`src/rtl/histogram_reduce_multi.sv`:
```
// histogram_reduce_multi
// Reads NUM_HIST histogram memories in lockstep, sums each bin and writes the
// result to one output memory at one bin per cycle. The block uses the
// ap_start/ap_done/ap_continue/ap_idle/ap_ready handshake.
// Optional macro HIST_REDUCE_SAT_EN: when defined, an overflowing bin sum is
// written as 2^DATA_W-1 (saturate); otherwise it is written modulo 2^DATA_W.
// The sticky ovf flag behaves the same way in both builds.
module histogram_reduce_multi #(
    parameter int NUM_HIST = 2,
    parameter int NUM_BINS = 256,
    parameter int ADDR_W   = 8,
    parameter int DATA_W   = 32
) (
    input  logic                         ap_clk,
    input  logic                         ap_rst,
    input  logic                         ap_start,
    input  logic                         ap_continue,
    output logic                         ap_done,
    output logic                         ap_idle,
    output logic                         ap_ready,
    output logic [NUM_HIST*ADDR_W-1:0]   hist_address0,
    output logic [NUM_HIST-1:0]          hist_ce0,
    input  logic [NUM_HIST*DATA_W-1:0]   hist_q0,
    output logic [ADDR_W-1:0]            output_r_address0,
    output logic                         output_r_ce0,
    output logic                         output_r_we0,
    output logic [DATA_W-1:0]            output_r_d0,
    output logic                         ovf
);

    // The adder tree grows by clog2(NUM_HIST) bits so the full sum is kept.
    localparam int SUM_W = DATA_W + $clog2(NUM_HIST);
    // One extra counter bit so NUM_BINS = 2^ADDR_W does not wrap early.
    localparam int CNT_W = ADDR_W + 1;

    localparam logic [1:0] S_IDLE  = 2'd0;
    localparam logic [1:0] S_RUN   = 2'd1;
    localparam logic [1:0] S_DRAIN = 2'd2;

    localparam logic [CNT_W-1:0] LAST_BIN = CNT_W'(NUM_BINS - 1);

    logic [1:0]        state_r;
    logic [CNT_W-1:0]  cnt_r;
    logic              drain_r;
    logic              rd_vld_r;
    logic              rd_last_r;
    logic [ADDR_W-1:0] rd_addr_r;
    logic              wr_vld_r;
    logic              wr_last_r;
    logic [ADDR_W-1:0] wr_addr_r;
    logic [DATA_W-1:0] wr_data_r;
    logic              done_reg_r;
    logic              ovf_r;

    logic [SUM_W-1:0]  sum_s;
    logic              sum_ovf_s;
    logic [DATA_W-1:0] bin_val_s;
    logic              accept_s;
    logic              run_s;
    logic              issue_last_s;
    logic              done_pulse_s;

    // A start is only taken in IDLE once the previous done was acknowledged.
    assign accept_s     = (state_r == S_IDLE) && ap_start && !done_reg_r;
    assign run_s        = (state_r == S_RUN);
    assign issue_last_s = run_s && (cnt_r == LAST_BIN);
    assign done_pulse_s = wr_vld_r && wr_last_r;

    // Sum all histogram slices at full width and derive the written value.
    always_comb begin
        sum_s = {SUM_W{1'b0}};
        for (int h = 0; h < NUM_HIST; h++) begin
            sum_s = sum_s + SUM_W'(hist_q0[h*DATA_W +: DATA_W]);
        end
        sum_ovf_s = |sum_s[SUM_W-1:DATA_W];
`ifdef HIST_REDUCE_SAT_EN
        bin_val_s = sum_ovf_s ? {DATA_W{1'b1}} : sum_s[DATA_W-1:0];
`else
        bin_val_s = sum_s[DATA_W-1:0];
`endif
    end

    // Control FSM: IDLE -> RUN (one read per cycle) -> DRAIN (2 cycles) -> IDLE.
    always_ff @(posedge ap_clk or posedge ap_rst) begin
        if (ap_rst) begin
            state_r <= S_IDLE;
            cnt_r   <= {CNT_W{1'b0}};
            drain_r <= 1'b0;
        end else begin
            case (state_r)
                S_IDLE: begin
                    if (accept_s) begin
                        state_r <= S_RUN;
                        cnt_r   <= {CNT_W{1'b0}};
                    end
                end
                S_RUN: begin
                    cnt_r <= cnt_r + CNT_W'(1);
                    if (cnt_r == LAST_BIN) begin
                        state_r <= S_DRAIN;
                        drain_r <= 1'b0;
                    end
                end
                S_DRAIN: begin
                    if (drain_r) begin
                        state_r <= S_IDLE;
                    end else begin
                        drain_r <= 1'b1;
                    end
                end
                default: begin
                    state_r <= S_IDLE;
                end
            endcase
        end
    end

    // Read-data and write stages; the bin address travels with its data.
    always_ff @(posedge ap_clk or posedge ap_rst) begin
        if (ap_rst) begin
            rd_vld_r  <= 1'b0;
            rd_last_r <= 1'b0;
            rd_addr_r <= {ADDR_W{1'b0}};
            wr_vld_r  <= 1'b0;
            wr_last_r <= 1'b0;
            wr_addr_r <= {ADDR_W{1'b0}};
            wr_data_r <= {DATA_W{1'b0}};
        end else begin
            rd_vld_r  <= run_s;
            rd_last_r <= issue_last_s;
            wr_vld_r  <= rd_vld_r;
            wr_last_r <= rd_vld_r && rd_last_r;
            if (run_s) begin
                rd_addr_r <= cnt_r[ADDR_W-1:0];
            end
            if (rd_vld_r) begin
                wr_addr_r <= rd_addr_r;
                wr_data_r <= bin_val_s;
            end
        end
    end

    // Sticky overflow (cleared by an accepted start) and held done flag.
    always_ff @(posedge ap_clk or posedge ap_rst) begin
        if (ap_rst) begin
            ovf_r      <= 1'b0;
            done_reg_r <= 1'b0;
        end else begin
            if (accept_s) begin
                ovf_r <= 1'b0;
            end else if (rd_vld_r && sum_ovf_s) begin
                ovf_r <= 1'b1;
            end
            if (ap_continue) begin
                done_reg_r <= 1'b0;
            end else if (done_pulse_s) begin
                done_reg_r <= 1'b1;
            end
        end
    end

    assign hist_address0     = {NUM_HIST{cnt_r[ADDR_W-1:0]}};
    assign hist_ce0          = {NUM_HIST{run_s}};
    assign output_r_address0 = wr_addr_r;
    assign output_r_ce0      = wr_vld_r;
    assign output_r_we0      = wr_vld_r;
    assign output_r_d0       = wr_data_r;
    // Overflow is visible in the cycle the offending sum is formed.
    assign ovf               = ovf_r || (rd_vld_r && sum_ovf_s);
    assign ap_done           = done_pulse_s || done_reg_r;
    assign ap_ready          = done_pulse_s;
    assign ap_idle           = (state_r == S_IDLE) && !ap_start && !done_reg_r;

endmodule
```
`config.mk`:
```
export PLATFORM = sky130hd
export DESIGN_NAME = histogram_reduce_multi
export DESIGN_NICKNAME = d
export VERILOG_FILES = /design/src/rtl/histogram_reduce_multi.sv
export SDC_FILE = /design/constraint.sdc
export NUM_CORES = 1
export LEC_CHECK = 0
export BUFFER_PORTS_ARGS = -buffer_cell sky130_fd_sc_hd__buf_4
export CORE_ASPECT_RATIO = 0.6
export CORE_MARGIN = 2
export CORE_UTILIZATION = 50
export DETAILED_ROUTE_END_ITERATION = 12
export PLACE_DENSITY = 0.88
export RECOVER_POWER = 50
export SLEW_MARGIN = 20
export SYNTH_ARGS = -nofsm -noshare
export SYNTH_HDL_FRONTEND = slang
export SYNTH_SLANG_ARGS = --single-unit
```
`constraint.sdc`:
```
create_clock -name ap_clk -period 3.5 [get_ports ap_clk]
set_clock_uncertainty 0.2 [all_clocks]
set_input_delay 0.7 -clock ap_clk [delete_from_list [all_inputs] [get_ports ap_clk]]
set_output_delay 0.7 -clock ap_clk [all_outputs]
set_load 0.01 [all_outputs]
```
Word-level counts from Yosys, hierarchy flattened
Cells that the tools add are included.

cells by class
  $add $sub $neg = 2
  equality and inequality tests = 6
  multiplexer cells = 12
  reduce and logical (&&, ||, !) cells = 20

operators by type and width
  cell                   count
  $add A32 B32 Y33       1
  $pmux W9 S2            1
  $add A9 B1 Y9 const B  1
  $eq A9 B8 Y1 const B   1
  $mux W9                1
  $logic_and A1 B1 Y1    8
  $reduce_bool A2 Y1     4
  $mux W2                3
  $pmux W2 S3            1
  $mux W1                5
  $ne A2 B2 Y1 const B   2
  $reduce_and A2 Y1      2
  $reduce_and A3 Y1      1
  $eq A2 B1 Y1 const B   1
  $eq A2 B2 Y1 const B   1
  $logic_not A1 Y1       2
  $logic_not A2 Y1       1
  $logic_or A1 B1 Y1     2
  $ne A2 B1 Y1 const B   1
  $pmux W1 S2            1

storage, ports and cells
  register bits after elaboration = 66
  input port bits = 68
  output and inout bits = 64
  logic and storage cells = 52

Longest topological paths before layout
  word-level depth = 5
  depth in mapped cells = 10

Worst setup path before layout
Ideal clock, no wire load.

  kind = in2out
  start = input port hist_q0[0]
  end = output port ovf
  data arrival time = 2.531 ns
  setup slack = 0.069 ns
  cell stages on the path = 9
  path buffers = 0
  cells stage by stage = ha_1 fa_1 a211oi_2 o21ai_1 and3_4 a21oi_4 o31ai_4 a31oi_2 o41ai_2

between the ends
  longest elaborated chain between the ends = 3

ends and longest elaborated chain
  what                 RTL line  text
  from (decl)          23        input logic [NUM_HIST*DATA_W-1:0] hist_q0,
  $add A32 B32 Y33     73        sum_s = sum_s + SUM_W'(hist_q0[h*DATA_W +: DATA_W]);
  $logic_and A1 B1 Y1  169       assign ovf = ovf_r || (rd_vld_r && sum_ovf_s);
  $logic_or A1 B1 Y1   169
  to (decl)            28        output logic ovf

No other way between the ends.

Final worst setup path
Ends and elaborated chain as after synthesis.

==> results.md <==
* Dpl hpwl at 8750 um
* Worst-Margin Slew at 1.13 ns
* Clk sinks at 66
* I/O pins at 132
* Cells after Synth at 461
* Fillers at 588
* # H-tree levels at 3
* Fin. max-slew vios at 0
* Layout net count at 718
* 1st-pass router iterations at 5
* Layout area overhead at 36.6%
* Final wirelength at 12200 um
* EDFF count, synth at 0
* Post-synth ARST share at 100%
* RSZ-0062 raised after global routing: true
* CP cell instances: buf_6, ha_4, fa_2, a211oi_2, o21ai_1, and3_4, a21oi_4, o31ai_4, a31oi_4, o41ai_4, buf_4
* TritonCTS Buffers at 9
* Largest net degree at the start of global routing at 40
* CTS root buffer: clkbuf_16
* Row cnt at 26
* Worst min path class: reg -> reg
* Required @ worst endpoint at 2.60 ns
* Critical path peak fanout at 2
* P_leak at 2.92 nW
* Synth Net Count at 564
* Vias in the first global route at 4054
* Min Tclk post-route at 3.48 ns
* Most frequent cells in the layout: buf_4, dfrtp_1, nand2_1, mux2_2, a21oi_1
* Buffers on Ports at 131
* Synth unique cells at 59
* Reg clk slew, reported paths at 0.06 ns
* Most common flop cell mapped by yosys: dfrtp_1
* CP max stage delay at 0.38 ns
* Avg Synthesized Cell Area at 9.62 um2
* Share of cells above drive strength 1 at 39.5%
* Critical Path AT at 2.58 ns
* Inst Count DP at 699
* Drt first-iter violations at 306
* Fmax at 288 MHz
* Seq cells post-synth at 66
* Starting Density at 51.8%
* Final Wtd Congestion at 0.917
* Synth top area share at 37.2%
* Utilization after layout at 70.8%
* Tcrit/Tclk final at 99.3%
* Synth area leader: dfrtp_1
* Critical-path top delay cell: fa_2
* Worst vdd ir at 0.271 mV
* GRT overflow at 0
* Die area at 0.00967 mm2
* Status: finished clean
* CP Capture Type: primary output
* Clock latency on the worst-skew pair at 0.33 ns
* Final Non-Filler Cells at 732
* Die Wd at 126 um
* Antenna fix cells at 0
* Fin. Hold Viols at 0
* CTS tree: yes
* Synth Warn # at 0
* Initial antenna violation count at 0
* DIE HEIGHT at 77.0 um
* Max-slew headroom at 24.3%
* Global-route wire length before repair at 19700 um
* Final setup violation count at 0
* Vias per std cell at 5.65
* Mapped cell area at 0.00444 mm2
* Drt drc at 0
* Total number of vias at 4135
* Maxcap violations at 0
* Max clock buf depth at 2
* Kind of critical path: in -> out
* GRT Total Usage at 25.4%
* DRT antenna net count at 0
* Placeable Area at 0.00856 mm2
* Drt wl/cell at 16.7 um
* Most common cell after layout, fill and taps aside: buf_4
* Power Dens Cells at 417 mW/mm2
* Top cells by area, synth: dfrtp_1, ha_1, mux2_2
* # hold bufs at CTS at 0
* CP Launch Type: input pin
* Register area share after synthesis at 37.2%
through the flow:
step                      worst slack, ns  hold WS (ns)  total power [mW]  cell area (um2)  TNS [ns]
final                              0.0249         0.266              2.53             6060         0
after global routing              -0.0521         0.291              2.66             6060   -0.0560
after CTS                         0.00353         0.269              2.53             6020         0
after detailed placement           -0.284         0.251              1.59             5590    -0.284
after global placement             -0.266         0.250              1.57             5590    -0.266
after floorplan                    0.0695         0.152              1.28             4440         0
flip-flops by register name, indices dropped and copies added (netlist names), 2 cells and up:
signal	count
output_r_d0	32
cnt_r	9
output_r_address0	8
rd_addr_r	8
state_r	2
power breakdown:
group	leakage, nW	internal, mW	switching [mW]
Clock	0.142	0.568	0.326
Combinational	2.03	0.396	0.351
Sequential	0.750	0.840	0.0456
Total	2.92	1.80	0.723
synthesized netlist by cell type (2+ instances only):
cell type  number
dfrtp_1        66
nand2_1        49
a21oi_1        34
ha_1           34
mux2_2         34
nor2_1         27
o21ai_0        24
a21o_1         20
buf_4          19
xnor2_1        18
inv_1          17
clkbuf_1       15
nand3_1        11
nor2b_1         9
o21ai_1         7
xor2_1          6
and2_1          5
nor4_1          5
and3_1          4
nand2b_1        4
a211oi_1        3
o21bai_1        3
a211o_1         2
a21oi_4         2
a31oi_1         2
a41oi_1         2
mux2i_1         2
nand4_1         2
nor3_1          2
o221ai_1        2
o41ai_2         2
or3_1           2
final cells by class:
class | count | area (um2) | area share, %
Multi-Input combinational cell | 344 | 2580 | 42.5
Sequential cell | 66 | 1650 | 27.3
Timing Repair Buffer | 177 | 1330 | 21.9
Clock buffer | 11 | 243 | 4.00
Tap cell | 112 | 140 | 2.31
Inverter | 17 | 63.8 | 1.05
Clock inverter | 5 | 55.1 | 0.908
per-layer routing:
metal	up-vias	global-route usage, %	wire [um]
met2	210	41.2	5850
met5	-	0	0
met1	1948	33.4	5140
li1	1944	-	-
met3	33	4.75	866
met4	0	10.8	365
critical path: cells and delay by family:
kind | cells | cell delay (ns)
compound gates | 6 | 0.89
fa+ha+maj | 2 | 0.54
simple gates | 1 | 0.19
buf+inv | 2 | 0.26
kinds of logic after synthesis:
| group | count (synthesis) | synth area share, % |
|---|---|---|
| compound gates | 120 | 18.8 |
| xor+xnor | 24 | 4.74 |
| flops | 66 | 37.2 |
| buf+inv | 51 | 5.92 |
| mux | 36 | 9.08 |
| fa+ha+maj | 35 | 10.0 |
| simple gates | 129 | 14.2 |
final timing paths:
| kind | to | slack (ns) | cells past startpoint | startpoint |
|---|---|---|---|---|
| setup / recovery | ovf | 0.02 | 11 | hist_q0[0] |
| hold / removal | wr_last_r$_DFF_PP0_ | 0.27 | 1 | rd_last_r$_DFF_PP0_ |
| setup reg to reg | state_r[1]$_DFFE_PP0P_ | 1.03 | 5 | state_r[1]$_DFFE_PP0P_ |
| hold reg to reg | wr_last_r$_DFF_PP0_ | 0.27 | 1 | rd_last_r$_DFF_PP0_ |
| max in group asynchronous | rd_vld_r$_DFF_PP0_ | 1.02 | 3 | ap_rst |
| min in group asynchronous | output_r_d0[0]$_DFFE_PP0P_ | 0.47 | 2 | ap_rst |
timing repair:
item                                    in CTS  in global routing
pin swaps                                    7                  3
gates resized for setup                      3                  7
buffers inserted                            16                  1
cloned                                       0                  0
endpoints found under the setup margin       1                  2
hold endpoints to repair                     0                  0
Note: power is estimated with default switching activity, not from simulation.
